--- src/rtl/mv_xform_sched_if.sv ---
// rtl/mv_xform_sched_if.sv - config, vertex, datapath and result ports of the matrix-vector scheduler
interface mv_xform_sched_if #(
    parameter int IDW = 8
);
    logic           cfg_we;
    logic [3:0]     cfg_addr;
    logic [31:0]    cfg_wdata;
    logic           cfg_commit;
    logic           cfg_busy;

    logic           s_valid;
    logic           s_ready;
    logic [IDW-1:0] s_id;
    logic [127:0]   s_vec;

    logic           dp_in_valid;
    logic [IDW-1:0] dp_in_id;
    logic [127:0]   dp_vec;
    logic [511:0]   dp_mat;
    logic           dp_out_valid;
    logic [IDW-1:0] dp_out_id;
    logic [127:0]   dp_out_vec;

    logic           m_valid;
    logic           m_ready;
    logic [IDW-1:0] m_id;
    logic [127:0]   m_vec;

    logic           err_ovf;

    // scheduler side
    modport master (
        input  cfg_we, cfg_addr, cfg_wdata, cfg_commit,
        output cfg_busy,
        input  s_valid, s_id, s_vec,
        output s_ready,
        output dp_in_valid, dp_in_id, dp_vec, dp_mat,
        input  dp_out_valid, dp_out_id, dp_out_vec,
        output m_valid, m_id, m_vec,
        input  m_ready,
        output err_ovf
    );

    // environment side: config host, vertex source, datapath, result sink
    modport slave (
        output cfg_we, cfg_addr, cfg_wdata, cfg_commit,
        input  cfg_busy,
        output s_valid, s_id, s_vec,
        input  s_ready,
        input  dp_in_valid, dp_in_id, dp_vec, dp_mat,
        output dp_out_valid, dp_out_id, dp_out_vec,
        input  m_valid, m_id, m_vec,
        output m_ready,
        input  err_ovf
    );
endinterface

--- src/rtl/mv_xform_sched.sv ---
// rtl/mv_xform_sched.sv - issue/config scheduler for the fixed-latency 4x4 fp32 matrix-vector pipeline
module mv_xform_sched #(
    parameter int IDW        = 8,
    parameter int LATENCY    = 4,
    parameter int FIFO_DEPTH = 8
) (
    input  logic             clk,
    input  logic             rst,
    mv_xform_sched_if.master bus
);
    // The result FIFO is never built shallower than what one issue per cycle needs.
    localparam int DEPTH = (FIFO_DEPTH < LATENCY + 2) ? LATENCY + 2 : FIFO_DEPTH;
    localparam int CW    = $clog2(DEPTH + 1);
    localparam int PW    = (DEPTH > 1) ? $clog2(DEPTH) : 1;

    localparam logic [CW:0]   CREDIT_MAX = (CW + 1)'(DEPTH);
    localparam logic [CW-1:0] CNT_FULL   = CW'(DEPTH);
    localparam logic [PW-1:0] PTR_LAST   = PW'(DEPTH - 1);
    localparam logic [31:0]   FP_ONE     = 32'h3F80_0000;

    typedef enum logic [1:0] {
        RUN   = 2'd0,
        DRAIN = 2'd1,
        SWAP  = 2'd2
    } state_t;

    typedef struct packed {
        logic [IDW-1:0] id;
        logic [127:0]   vec;
    } entry_t;

    state_t        state;
    state_t        state_nx;
    logic          busy;

    logic [31:0]   shadow [16];
    logic [31:0]   active [16];

    logic [CW-1:0] inflight;
    logic [CW-1:0] fifo_cnt;
    logic [CW:0]   occupancy;
    logic [PW-1:0] wr_ptr;
    logic [PW-1:0] rd_ptr;
    entry_t        mem [DEPTH];
    entry_t        head;

    logic          ready;
    logic          issue;
    logic          out_valid;
    logic          push;
    logic          pop;
    logic          err_ovf_q;

    function automatic logic [PW-1:0] ptr_inc(input logic [PW-1:0] p);
        return (p == PTR_LAST) ? '0 : p + 1'b1;
    endfunction

    // Credit covers both results still in the pipe and results parked in the FIFO.
    assign occupancy = {1'b0, inflight} + {1'b0, fifo_cnt};
    assign ready     = (state == RUN) && (occupancy < CREDIT_MAX);
    assign issue     = bus.s_valid && ready;
    assign out_valid = (fifo_cnt != '0);
    assign pop       = out_valid && bus.m_ready;
    assign push      = bus.dp_out_valid && ((fifo_cnt != CNT_FULL) || pop);
    assign head      = mem[rd_ptr];

    assign bus.s_ready     = ready;
    assign bus.dp_in_valid = issue;
    assign bus.dp_in_id    = bus.s_id;
    assign bus.dp_vec      = bus.s_vec;
    assign bus.m_valid     = out_valid;
    assign bus.m_id        = head.id;
    assign bus.m_vec       = head.vec;
    assign bus.cfg_busy    = busy;
    assign bus.err_ovf     = err_ovf_q;

    always_comb begin
        bus.dp_mat = '0;
        for (int k = 0; k < 16; k++) begin
            bus.dp_mat[32*k +: 32] = active[k];
        end
    end

    always_ff @(posedge clk) begin
        if (rst) begin
            state <= RUN;
        end else begin
            state <= state_nx;
        end
    end

    // A commit arriving while one is already in progress is dropped, not queued.
    always_comb begin
        state_nx = state;
        busy     = 1'b0;
        case (state)
            RUN: begin
                if (bus.cfg_commit) begin
                    state_nx = DRAIN;
                end
            end
            DRAIN: begin
                busy = 1'b1;
                if (inflight == '0) begin
                    state_nx = SWAP;
                end
            end
            SWAP: begin
                busy     = 1'b1;
                state_nx = RUN;
            end
            default: begin
                state_nx = RUN;
            end
        endcase
    end

    // Copy reads shadow before this cycle's write lands, so a SWAP-cycle write waits for the next commit.
    always_ff @(posedge clk) begin
        if (rst) begin
            for (int k = 0; k < 16; k++) begin
                shadow[k] <= (k % 5 == 0) ? FP_ONE : 32'h0;
                active[k] <= (k % 5 == 0) ? FP_ONE : 32'h0;
            end
        end else begin
            if (state == SWAP) begin
                for (int k = 0; k < 16; k++) begin
                    active[k] <= shadow[k];
                end
            end
            if (bus.cfg_we) begin
                shadow[bus.cfg_addr] <= bus.cfg_wdata;
            end
        end
    end

    always_ff @(posedge clk) begin
        if (rst) begin
            inflight <= '0;
        end else if (issue && !bus.dp_out_valid) begin
            inflight <= inflight + 1'b1;
        end else if (!issue && bus.dp_out_valid && (inflight != '0)) begin
            inflight <= inflight - 1'b1;
        end
    end

    always_ff @(posedge clk) begin
        if (rst) begin
            err_ovf_q <= 1'b0;
        end else if (bus.dp_out_valid && (inflight == '0)) begin
            err_ovf_q <= 1'b1;
        end
    end

    always_ff @(posedge clk) begin
        if (rst) begin
            wr_ptr   <= '0;
            rd_ptr   <= '0;
            fifo_cnt <= '0;
        end else begin
            if (push) begin
                wr_ptr <= ptr_inc(wr_ptr);
            end
            if (pop) begin
                rd_ptr <= ptr_inc(rd_ptr);
            end
            if (push && !pop) begin
                fifo_cnt <= fifo_cnt + 1'b1;
            end else if (!push && pop) begin
                fifo_cnt <= fifo_cnt - 1'b1;
            end
        end
    end

    always_ff @(posedge clk) begin
        if (push) begin
            mem[wr_ptr] <= {bus.dp_out_id, bus.dp_out_vec};
        end
    end
endmodule

--- src/flat_wrapper.sv ---
// flat-port wrapper written by rule: the top's interface ports become plain ports
module mv_xform_sched_flat 
#(
    parameter int IDW        = 8,
    parameter int LATENCY    = 4,
    parameter int FIFO_DEPTH = 8
)
  (clk, rst, bus_cfg_we, bus_cfg_addr, bus_cfg_wdata, bus_cfg_commit, bus_cfg_busy, bus_s_valid, bus_s_id, bus_s_vec, bus_s_ready, bus_dp_in_valid, bus_dp_in_id, bus_dp_vec, bus_dp_mat, bus_dp_out_valid, bus_dp_out_id, bus_dp_out_vec, bus_m_valid, bus_m_id, bus_m_vec, bus_m_ready, bus_err_ovf);
  mv_xform_sched_if #(.IDW(IDW)) bus_i ();
  input  logic clk;
  input  logic rst;
  input wire logic [$bits(bus_i.cfg_we)-1:0] bus_cfg_we;
  input wire logic [$bits(bus_i.cfg_addr)-1:0] bus_cfg_addr;
  input wire logic [$bits(bus_i.cfg_wdata)-1:0] bus_cfg_wdata;
  input wire logic [$bits(bus_i.cfg_commit)-1:0] bus_cfg_commit;
  output wire logic [$bits(bus_i.cfg_busy)-1:0] bus_cfg_busy;
  input wire logic [$bits(bus_i.s_valid)-1:0] bus_s_valid;
  input wire logic [$bits(bus_i.s_id)-1:0] bus_s_id;
  input wire logic [$bits(bus_i.s_vec)-1:0] bus_s_vec;
  output wire logic [$bits(bus_i.s_ready)-1:0] bus_s_ready;
  output wire logic [$bits(bus_i.dp_in_valid)-1:0] bus_dp_in_valid;
  output wire logic [$bits(bus_i.dp_in_id)-1:0] bus_dp_in_id;
  output wire logic [$bits(bus_i.dp_vec)-1:0] bus_dp_vec;
  output wire logic [$bits(bus_i.dp_mat)-1:0] bus_dp_mat;
  input wire logic [$bits(bus_i.dp_out_valid)-1:0] bus_dp_out_valid;
  input wire logic [$bits(bus_i.dp_out_id)-1:0] bus_dp_out_id;
  input wire logic [$bits(bus_i.dp_out_vec)-1:0] bus_dp_out_vec;
  output wire logic [$bits(bus_i.m_valid)-1:0] bus_m_valid;
  output wire logic [$bits(bus_i.m_id)-1:0] bus_m_id;
  output wire logic [$bits(bus_i.m_vec)-1:0] bus_m_vec;
  input wire logic [$bits(bus_i.m_ready)-1:0] bus_m_ready;
  output wire logic [$bits(bus_i.err_ovf)-1:0] bus_err_ovf;
  assign bus_i.cfg_we = bus_cfg_we;
  assign bus_i.cfg_addr = bus_cfg_addr;
  assign bus_i.cfg_wdata = bus_cfg_wdata;
  assign bus_i.cfg_commit = bus_cfg_commit;
  assign bus_cfg_busy = bus_i.cfg_busy;
  assign bus_i.s_valid = bus_s_valid;
  assign bus_i.s_id = bus_s_id;
  assign bus_i.s_vec = bus_s_vec;
  assign bus_s_ready = bus_i.s_ready;
  assign bus_dp_in_valid = bus_i.dp_in_valid;
  assign bus_dp_in_id = bus_i.dp_in_id;
  assign bus_dp_vec = bus_i.dp_vec;
  assign bus_dp_mat = bus_i.dp_mat;
  assign bus_i.dp_out_valid = bus_dp_out_valid;
  assign bus_i.dp_out_id = bus_dp_out_id;
  assign bus_i.dp_out_vec = bus_dp_out_vec;
  assign bus_m_valid = bus_i.m_valid;
  assign bus_m_id = bus_i.m_id;
  assign bus_m_vec = bus_i.m_vec;
  assign bus_i.m_ready = bus_m_ready;
  assign bus_err_ovf = bus_i.err_ovf;
  mv_xform_sched #(.IDW(IDW), .LATENCY(LATENCY), .FIFO_DEPTH(FIFO_DEPTH)) u_core (.clk(clk), .rst(rst), .bus(bus_i));
endmodule
--- config.mk ---
export PLATFORM = sky130hd
export DESIGN_NAME = mv_xform_sched_flat
export DESIGN_NICKNAME = d
export VERILOG_FILES = /design/src/rtl/mv_xform_sched_if.sv /design/src/rtl/mv_xform_sched.sv /design/src/flat_wrapper.sv
export SDC_FILE = /design/constraint.sdc
export NUM_CORES = 2
export LEC_CHECK = 0
export ABC_AREA = 1
export CORE_AREA = 2 2 434 436
export DETAILED_ROUTE_END_ITERATION = 6
export DIE_AREA = 0 0 436 438
export PLACE_DENSITY = 0.74
export SYNTH_ARGS = -nofsm -noshare
export SYNTH_HDL_FRONTEND = slang
export SYNTH_SLANG_ARGS = --single-unit
--- constraint.sdc ---
create_clock -name clk -period 34 [get_ports clk]
set_input_delay 6.8 -clock clk [delete_from_list [all_inputs] [get_ports clk]]
set_output_delay 6.8 -clock clk [all_outputs]
set_load 0.005 [all_outputs]
==> run_results.csv <==
group,metric,value,unit
yosys,avgSynthCellArea,13.3,um^2
timing,max_freq,0.0657,GHz
critical_path,critPathRequiredTime,27200,ps
timing,report.final.hold_viol_count,0,
clock_tree,cts-root-buf,"clkbuf_16",
detailed_routing,wire_per_inst,22.9,um
timing,slew_violations,121,
clock_tree,clkSinkCount,2132,
critical_path,start_kind,"primary input",
power,power_density,70.6,mW/mm^2
run,max-cap-violations,0,
yosys,syn_inst,6120,
floorplanning,io_pins,1104,
global_route,grt_overflow,0,
yosys,synth_seq_cells,2132,
layout,fillCellCount,14900,
clock_tree,postCtsSetupBuffers,0,
timing,rsz0062_at_grt,"false",
floorplanning,start_util,0.437,
detailed_routing,vias,49800,
yosys,synthXorXnorAreaFrac,0.000215,
clock_tree,clk_pin_slew_worst_paths,60,ps
critical_path,reg2reg_to,"u_core.mem[2][53]",
timing,setup_viol,0,
critical_path,critPathMaxFanout,2,
clock_tree,hold_buffers,0,
yosys,synth_nets,6454,
clock_tree,cts_tree,"done",
layout,regArea,0.0638,mm^2
detailed_routing,wl,216000,um
floorplanning,row_count,159,
outcome,violations,"max-slew violations",
global_route,track_usage,0.219,
critical_path,startpoint,"bus_s_valid",
floorplanning,die_x,436,um
clock_tree,cts-htree-levels,4,
layout,area_growth,20.1,%
placement,dp_hpwl,128000,um
floorplanning,dieArea,0.191,mm^2
yosys,synth_top_family_by_area,"simple AND/OR/NAND/NOR gates",
yosys,synthMuxAreaShare,0,
timing,fin_tns_setup,0,ps
outcome,status,"finished, violations left",
layout,fin_nets,7104,
clock_tree,clock_path_buffers,3,
placement,finalWeightedCongestion,0.801,
layout,drive_gt1_frac,0.0606,
yosys,synth_compound_area_frac,0.0478,
detailed_routing,vias_per_cell,5.27,
timing,tightest_slew,1720,ps
detailed_routing,wl_met1,80600,um
yosys,synth_fa_ha_area_frac,0.00310,
detailed_routing,route.met2.wl,103000,um
yosys,synth_warnings,0,
detailed_routing,routed.top_layer,"met5",
critical_path,arrival,8410,ps
yosys,yosysSeqAreaShare,0.783,
detailed_routing,route.met3.wl,24500,um
detailed_routing,drc,0,
power,ir_drop,58.4,uV
floorplanning,die_y,438,um
timing,post-route-period-util,0.447,
critical_path,cp-end-kind,"output pin",
timing,period_minus_slack,15210,ps
critical_path,cp-endpoint,"bus_dp_in_valid",
yosys,yosysUniqueCellTypes,27,
global_route,antenna_found_initial,31,
yosys,syn_area,0.0815,mm^2
clock_tree,cts_made_buffers,201,
detailed_routing,drt_iter0_drc,5811,
layout,stdcell_area,0.0979,mm^2
power,p_leak,35.9,nW
detailed_routing,firstDrtPassIters,6,
placement,portBuffers,831,
critical_path,r2r_setup_slack,29940,ps
floorplanning,core,0.187,mm^2
global_route,grt_max_degree,258,
critical_path,crit-reg2reg-launch,"u_core.fifo_cnt[0]",
placement,postPlaceCellArea,0.0914,mm^2
timing,max_slew_margin,-0.146,
global_route,grt_pass1_vias,47300,
layout,multiInputGateArea,0.0132,mm^2
clock_tree,cts_resized,0,
yosys,synth_simple_gate_area_frac,0.110,
detailed_routing,final_antenna_net_count,0,
global_route,grt_pass1_wl,312000,um
hold_path,hp-class,"reg2reg",
clock_tree,clk_latency,860,ps
critical_path,worst-r2r-cell-count,9,
timing,clock_skew,29.1,ps
critical_path,path_class,"in2out",
==> cell usage after synthesis <==
cell	n	area (um^2)
xor2_1	1	8.76
o21ai_0	287	1440
ha_1	17	213
and3_1	1	6.26
nand3b_1	1	7.51
nand2_1	498	1870
or2_2	28	175
xnor2_1	1	8.76
and2_1	1	6.26
o211a_1	1	10.0
o21a_1	1	7.51
a21oi_1	10	50.1
edfxtp_1	2112	63400
nand3_1	8	40.0
a31oi_1	2	12.5
buf_4	142	1070
clkbuf_1	206	773
dfxtp_1	20	400
nor2_4	1	11.3
nand4_1	1	6.26
buf_1	20	75.1
buf_2	113	566
o32ai_1	272	2380
inv_1	554	2080
fa_1	2	40.0
nor2_1	1816	6820
inv_2	4	15.0
==> sequential cells by signal, indices dropped and copies added (netlist names), named ones only <==
name	count
u_core.bus.err_ovf	1
u_core.inflight	4
u_core.mem	1088
u_core.fifo_cnt	4
u_core.rd_ptr	3
u_core.state	2
u_core.wr_ptr	3
u_core.active	512
u_core.shadow	512
==> layer usage <==
metal / up-vias / global-route usage
li1: 22200 / -
met1: 24500 / 0.278
met2: 2699 / 0.352
met3: 388 / 0.0691
met4: 42 / 0.0789
met5: - / 0.0181
==> worst max-delay path, stage by stage <==
cell	delay, ps
clkdlybuf4s50_1	540
nand3_1	330
inv_1	150
clkdlybuf4s50_1	590
==> area by class of cell <==
type	count	share of cell area
Sequential cell	2132	0.652
Multi-Input combinational cell	2949	0.135
Timing Repair Buffer	928	0.0933
Clock buffer	260	0.0543
Tap cell	2495	0.0319
Inverter	558	0.0216
Clock inverter	115	0.0117
Antenna cell	16	0.000409
==> stage by stage <==
| step | setup WS [ps] | utilization | hold slack [ps] | total power (W) | std cells |
|---|---|---|---|---|---|
| after global routing | 18680 | 0.525 | 499 | 0.00716 | 9449 |
| after detailed placement | 18590 | 0.490 | 491 | 0.00477 | 9062 |
| after CTS | 18570 | 0.524 | 502 | 0.00695 | 9437 |
| final | 18790 | 0.525 | 496 | 0.00691 | 9453 |
| after global placement | 18510 | 0.490 | 461 | 0.00473 | 9062 |
| after floorplan | 14780 | - | 463 | 0.00404 | 6120 |
==> cells by family after synthesis <==
| group | after synthesis |
|---|---|
| simple gates | 2355 |
| flops | 2132 |
| buf+inv | 1039 |
| compound gates | 573 |
| fa+ha+maj | 19 |
| xor+xnor | 2 |
==> how the worst min path moves through the flow <==
stage | start | end | slack (ps) | cells past startpoint
3_5_place_dp | u_core.shadow[5][27] | u_core.active[0][187] | 490 | 1
3_3_place_gp | u_core.rd_ptr[1] | flop | 460 | 2
5_1_grt | u_core.shadow[15][26] | u_core.active[0][506] | 500 | 1
2_1_floorplan | u_core.rd_ptr[1] | flop | 460 | 2
6_report | u_core.shadow[10][27] | u_core.active[0][347] | 500 | 1
4_1_cts | u_core.shadow[5][29] | u_core.active[0][189] | 500 | 1
==> placed cells by master, fill, tap and decap left out, types with 3 or more instances in the layout <==
cell                n
edfxtp_1         2112
or2_2              28
clkinv_2           33
o32ai_1           272
clkbuf_16         204
buf_12              7
nor2_1           1808
ha_1               17
nor2_4              9
clkinv_1           44
clkinvlp_4          8
dfxtp_4             3
inv_8               3
nand3_1             8
dfxtp_1            17
diode_2            16
o21ai_0           287
bufinv_16          15
clkinv_16           7
buf_4              90
clkbuf_1           56
a21oi_1            10
clkdlybuf4s50_1   830
inv_1             553
nand2_1           495
==> power by group <==
part	leakage [nW]	internal (W)	switching (W)
registers	20.2	0.00318	0.000113
logic	12.6	0.000607	0.000821
clock network	3.12	0.00122	0.000971
No activity file was read; power rests on OpenSTA's default activity.
